`src/rtl/tlc_pkg.sv`:
```
// Shared definitions for the traffic-light controller: light encodings,
// timing constants (in 50 MHz clock cycles) and the sensor debounce states.
package tlc_pkg;

    localparam logic [1:0] RED    = 2'b00;
    localparam logic [1:0] YELLOW = 2'b01;
    localparam logic [1:0] GREEN  = 2'b11;

    localparam int unsigned ONE_SEC     = 32'd50000000;
    localparam int unsigned THREE_SEC   = 32'd150000000;
    localparam int unsigned FIFTEEN_SEC = 32'd750000000;
    localparam int unsigned THIRTY_SEC  = 32'd1500000000;

    typedef enum logic [1:0] {
        IDLE_LO = 2'b00,
        WAIT_HI = 2'b01,
        IDLE_HI = 2'b10,
        WAIT_LO = 2'b11
    } db_state_t;

endpackage

```
`src/rtl/tlc_sync2.sv`:
```
// Two-flop synchroniser for an asynchronous single-bit input.
// Asynchronous active-high reset clears both stages.
module tlc_sync2 (
    input  logic Clk,
    input  logic Rst,
    input  logic d,
    output logic q
);

    logic meta;

    // Shift the raw input through two flops to resolve metastability.
    // NOTE: clocked state uses <= so both stages sample their pre-edge values.
    always_ff @(posedge Clk or posedge Rst) begin
        if (Rst) begin
            meta <= 1'b0;
            q    <= 1'b0;
        end else begin
            meta <= d;
            q    <= meta;
        end
    end

endmodule

```
`src/rtl/tlc_sensor_timer.sv`:
```
// Front end for the traffic-light FSM: synchronises and debounces the
// farm-road detector, and provides the saturating interval counter.
// Build option: define TLC_REQ_LATCH_EN to hold a farm demand until the
// farm light turns green.
module tlc_sensor_timer
    import tlc_pkg::*;
#(
    parameter int unsigned DEBOUNCE_CYCLES = 50000,
    parameter int unsigned CNT_W           = 31
) (
    input  logic             Clk,
    input  logic             Rst,
    input  logic             rawSensor,
    input  logic             RstCount,
    input  logic [1:0]       farmSignal,
    output logic [CNT_W-1:0] Count,
    output logic             farmSensor,
    output logic [1:0]       dbState
);

    localparam int unsigned     DB_W    = $clog2(DEBOUNCE_CYCLES);
    localparam logic [DB_W-1:0] DB_LAST = DB_W'(DEBOUNCE_CYCLES - 1);

    logic            snsSync;
    db_state_t       dbCur, dbNext;
    logic [DB_W-1:0] dbCnt, dbCntNext;
    logic            dbLevel, dbLevelNext;

    tlc_sync2 u_sync (
        .Clk (Clk),
        .Rst (Rst),
        .d   (rawSensor),
        .q   (snsSync)
    );

    // Debounce state, stability counter and accepted level.
    always_ff @(posedge Clk or posedge Rst) begin
        if (Rst) begin
            dbCur   <= IDLE_LO;
            dbCnt   <= '0;
            dbLevel <= 1'b0;
        end else begin
            dbCur   <= dbNext;
            dbCnt   <= dbCntNext;
            dbLevel <= dbLevelNext;
        end
    end

    // Debounce next-state: a new level is accepted only after DEBOUNCE_CYCLES
    // consecutive matching samples; any contrary sample abandons the attempt.
    always_comb begin
        // NOTE: defaults first so every path assigns every output (no latches).
        dbNext      = dbCur;
        dbCntNext   = dbCnt;
        dbLevelNext = dbLevel;
        unique case (dbCur)
            IDLE_LO: begin
                if (snsSync) begin
                    dbNext    = WAIT_HI;
                    dbCntNext = DB_W'(1);
                end
            end
            WAIT_HI: begin
                if (!snsSync) begin
                    dbNext    = IDLE_LO;
                    dbCntNext = '0;
                end else if (dbCnt == DB_LAST) begin
                    dbNext      = IDLE_HI;
                    dbLevelNext = 1'b1;
                    dbCntNext   = '0;
                end else begin
                    dbCntNext = dbCnt + 1'b1;
                end
            end
            IDLE_HI: begin
                if (!snsSync) begin
                    dbNext    = WAIT_LO;
                    dbCntNext = DB_W'(1);
                end
            end
            WAIT_LO: begin
                if (snsSync) begin
                    dbNext    = IDLE_HI;
                    dbCntNext = '0;
                end else if (dbCnt == DB_LAST) begin
                    dbNext      = IDLE_LO;
                    dbLevelNext = 1'b0;
                    dbCntNext   = '0;
                end else begin
                    dbCntNext = dbCnt + 1'b1;
                end
            end
            default: ;
        endcase
    end

    assign dbState = dbCur;

    // Interval counter: cleared on FSM request, otherwise counts up and
    // sticks at all-ones rather than wrapping back to a short interval.
    always_ff @(posedge Clk or posedge Rst) begin
        if (Rst) begin
            Count <= '0;
        end else if (RstCount) begin
            Count <= '0;
        end else if (!(&Count)) begin
            Count <= Count + 1'b1;
        end
    end

`ifdef TLC_REQ_LATCH_EN
    logic reqLatch;
    logic farmGreen;

    assign farmGreen = (farmSignal == GREEN);

    // Request latch sets on the debounced rising edge and is dropped while
    // the farm light is green (clear has priority); the clear term is applied
    // directly to the output so the demand vanishes one cycle after green.
    always_ff @(posedge Clk or posedge Rst) begin
        if (Rst) begin
            reqLatch   <= 1'b0;
            farmSensor <= 1'b0;
        end else begin
            if (farmGreen) begin
                reqLatch <= 1'b0;
            end else if (dbLevelNext && !dbLevel) begin
                reqLatch <= 1'b1;
            end
            farmSensor <= (reqLatch && !farmGreen) || dbLevel;
        end
    end
`else
    // The light state only matters to the request latch; absorb it here.
    logic unused_farm;
    assign unused_farm = &{1'b0, farmSignal};

    // Registered copy of the debounced level.
    always_ff @(posedge Clk or posedge Rst) begin
        if (Rst) begin
            farmSensor <= 1'b0;
        end else begin
            farmSensor <= dbLevel;
        end
    end
`endif

endmodule

```
`config.mk`:
```
export PLATFORM = sky130hd
export DESIGN_NAME = tlc_sensor_timer
export DESIGN_NICKNAME = d
export VERILOG_FILES = /design/src/rtl/tlc_pkg.sv /design/src/rtl/tlc_sync2.sv /design/src/rtl/tlc_sensor_timer.sv
export SDC_FILE = /design/constraint.sdc
export NUM_CORES = 1
export LEC_CHECK = 0
export BUFFER_PORTS_ARGS = -buffer_cell sky130_fd_sc_hd__buf_2
export CORE_UTILIZATION = 47
export CTS_CLUSTER_SIZE = 24
export DETAILED_ROUTE_END_ITERATION = 10
export GPL_ROUTABILITY_DRIVEN = 0
export PLACE_DENSITY = 0.7
export SYNTH_ARGS = -nofsm -noshare
export SYNTH_HDL_FRONTEND = slang
export SYNTH_HIERARCHICAL = 1
export SYNTH_SLANG_ARGS = --single-unit
```
`constraint.sdc`:
```
create_clock -name Clk -period 2.2 [get_ports Clk]
set_clock_uncertainty 0.1 [all_clocks]
set_input_delay 0.22 -clock Clk [delete_from_list [all_inputs] [get_ports Clk]]
set_output_delay 0.22 -clock Clk [all_outputs]
set_load 0.02 [all_outputs]
```
==> run_results.csv <==
group,metric,value,unit
place,place_ws,0.0679,ns
global_route,grt_usage,21.1,%
global_route,grt_pass1_vias,2331,
global_route,grt_first_pass_wirelength,10300,um
critical_path,cpMostUsedCell,"or3_1",
logic_synthesis,yosysMostFrequentCell,"dfrtp_1",
logic_synthesis,synth_area_leader_cell,"dfrtp_1",
sta,whs,0.215,ns
floorplan,die-area,6190,um2
floorplan,start_util,49.6,%
logic_synthesis,synth_seq_cells,53,
logic_synthesis,synth_top_area_share,48.0,%
critical_path,cp_top_family,"simple AND/OR/NAND/NOR gates",
power_and_ir_drop,combPwrFrac,7.1,%
logic_synthesis,synthTopCellsByCount,"dfrtp_1, nor2_1, nand2_1, o21ai_0",
logic_synthesis,ys_types,43,
critical_path,worstReg2RegStart,"Count[14]$_DFFE_PP0P_",
power_and_ir_drop,pwr-share-clk,32.4,%
power_and_ir_drop,power_density,498,nW/um2
cells_and_area,multi_input_area,1370,um2
cts,htree_levels,2,
floorplan,ios,40,
detailed_routing,dr.pass1.iters,4,
power_and_ir_drop,power_switching,428,uW
sta,min_period,2.14,ns
critical_path,reg2reg_slack,0.06,ns
sta,report.final.hold_viol_count,0,
logic_synthesis,yosys_warnings,6,
sta,worst_slack,0.0552,ns
critical_path,max_stage_delay,0.59,ns
critical_path,reg2regPathDepth,5,
cells_and_area,n_antenna_cell,0,
sta,relSlewSlack,59.7,%
cts,tritoncts,"yes",
logic_synthesis,postSynth.asyncResetShare,100,%
sta,drv_slew,0,
power_and_ir_drop,p_leak,1.52,nW
floorplan,fp.dieH,78.7,um
critical_path,cp_max_fo,4,
critical_path,cp.required,2.33,ns
cts,insertion_delay,0.31,ns
detailed_routing,route.vias.total,2482,
job,cap_violations,0,
sta,setup_viol,0,
critical_path,slowest_stage,"or4b_4",
detailed_routing,ant_nets,0,
critical_path,arrival,2.28,ns
critical_path,cp_num_buf_inv,0,
cts,path_clk_slew,0.09,ns
detailed_routing,routed_via_density,5.60,
detailed_routing,drc,0,
critical_path,path_cells,"nand4_2 > or3_1 > or4b_4 > or3_1 > a21oi_1",
cells_and_area,drive_gt1_share,26.7,%
global_route,antenna_found_initial,0,
cells_and_area,fin_nets,378,
logic_synthesis,synth_nets,307,
power_and_ir_drop,seq_power_share,60.5,%
place,hpwl,4460,um
power_and_ir_drop,irDropWorstVdd,504,uV
outcome,status,"complete, no violations",
critical_path,r2r_end,"Count[28]$_DFFE_PP0P_",
critical_path,critical_path_class,"flip-flop to flip-flop",
worst_hold_path,hp-class,"input port to asynchronous set/reset pin",
floorplan,core,5570,um2
critical_path,start_kind,"flip-flop",
sta,tightest_slew,0.605,ns
logic_synthesis,syn_area_per_cell,9.24,um2
logic_synthesis,syn_area,2760,um2
floorplan,rows,27,
critical_path,critPathCaptureType,"flip-flop",
logic_synthesis,synth-edff-count,0,
cts,cts_root_buffer,"clkbuf_8",
logic_synthesis,syn_inst,299,
cts,cts_buffers,5,
cells_and_area,nFillCells,508,
power_and_ir_drop,switching_share,25.3,%
sta,finalCritPeriodShare,97.5,%
cells_and_area,register_area,1330,um2
floorplan,die_w,78.7,um
sta,fmax,466,MHz
detailed_routing,drt-wirelength-per-cell,13.9,um
power_and_ir_drop,p_int,1.26,mW
logic_synthesis,synthFlopType,"dfrtp_1",
global_route,grt-ovfl-total,0,
place,io_buffers,37,
logic_synthesis,ys_seq_area_share,48.0,%
logic_synthesis,synth.area.top_cells,"dfrtp_1, xnor2_1, nor2_1",
cts,cts.sinks,53,
global_route,grt_max_degree,35,
sta,fin_setup_tns,0,ns
cts,cts_max_path_buffers,2,
cells_and_area,syn_to_final_growth,23.1,%
detailed_routing,drt-total-wl,6170,um
detailed_routing,detailedRoute.firstIterationViolations,104,
==> final cells by class <==
type	count	share of cell area, %
clock buffers	6	2.13
clock inverters	2	0.442
inverters	9	0.993
multi-input cells	224	40.3
flip-flops and latches	53	39.1
well taps	72	2.65
repair buffers	77	14.4
==> registers in the layout, indices dropped and copies added, names as in the netlist, named ones only <==
register     count
Count           31
dbCnt           16
u_sync/meta      1
dbState          1
dbLevel          1
u_sync/q         1
farmSensor       1
==> timing repair <==
action	in CTS	in global routing
setup buffers	0	2
gates resized for setup	0	3
hold buffers	2	0
hold endpoints to repair	15	0
setup endpoints to repair	0	7
==> stage by stage <==
stage	area [um2]	power (mW)	instances	util [%]
2_1_floorplan	2770	1.12	299	-
3_3_place_gp	3270	1.16	431	58.6
3_5_place_dp	3270	1.16	431	58.6
4_1_cts	3370	1.71	441	60.5
5_1_grt	3400	1.76	443	61.0
6_report	3400	1.69	443	61.0
==> worst min-delay path, delay by kind of cell <==
| family | cells | cell delay (ns) |
|---|---|---|
| buffers and inverters | 3 | 0.75 |
==> kinds of logic after synthesis <==
kind of cell	after synthesis	synth area share, %
AO/OA/AOI/OAI	60	13.0
XOR/XNOR	20	6.34
adder cells (fa/ha/maj)	2	0.906
buffers and inverters	22	3.08
flip-flops	53	48.0
multiplexers	4	1.59
AND/OR/NAND/NOR	138	27.0
==> power by group through the flow <==
| stage | Combinational, mW | Clock [mW] | Sequential, mW |
|---|---|---|---|
| floorplan | 0.0712 | 0 | 1.05 |
| global placement | 0.115 | 0 | 1.04 |
| detailed placement | 0.118 | 0 | 1.04 |
| CTS | 0.121 | 0.563 | 1.02 |
| global route | 0.137 | 0.591 | 1.03 |
| finish | 0.121 | 0.548 | 1.02 |
==> per-layer routing <==
| metal | GRT usage (%) | wire, um | vias up |
|---|---|---|---|
| li1 | - | - | 1226 |
| met1 | 27.9 | 2990 | 1192 |
| met2 | 35.1 | 2860 | 60 |
| met3 | 4.42 | 282 | 4 |
| met4 | 5.00 | 42 | 0 |
| met5 | 0 | 0 | - |
==> cells in the final DEF, fill, tap and decap left out, types with 3 or more instances in the layout <==
cell,n
a21oi_1,16
and4_1,5
mux2_2,3
dfrtp_2,3
nand2_1,24
a31oi_1,11
nand4_1,12
nor4_1,5
or3_1,10
nand3_1,16
a211oi_1,5
inv_1,8
xor2_1,5
buf_2,37
dfrtp_1,50
o21ai_0,18
nor2b_1,3
and3_1,5
nor2_1,32
and2_1,3
xnor2_1,15
nor3_1,8
clkbuf_8,5
buf_4,38
==> worst max-delay path by stage <==
| stage | startpoint | cells past startpoint | slack, ns | to |
|---|---|---|---|---|
| after global placement | Count[14]$_DFFE_PP0P_ | 5 | 0.08 | Count[28]$_DFFE_PP0P_ |
| after floorplan | Count[16]$_DFFE_PP0P_ | 6 | -0.12 | Count[28]$_DFFE_PP0P_ |
| after global routing | dbCnt[0]$_DFFE_PP0P_ | 8 | -0.02 | dbCnt[14]$_DFFE_PP0P_ |
| after CTS | Count[18]$_DFFE_PP0P_ | 5 | 0.04 | Count[28]$_DFFE_PP0P_ |
| after detailed placement | Count[18]$_DFFE_PP0P_ | 5 | 0.07 | Count[28]$_DFFE_PP0P_ |
| final | Count[14]$_DFFE_PP0P_ | 5 | 0.06 | Count[28]$_DFFE_PP0P_ |
(Power assumes the default switching activity.)
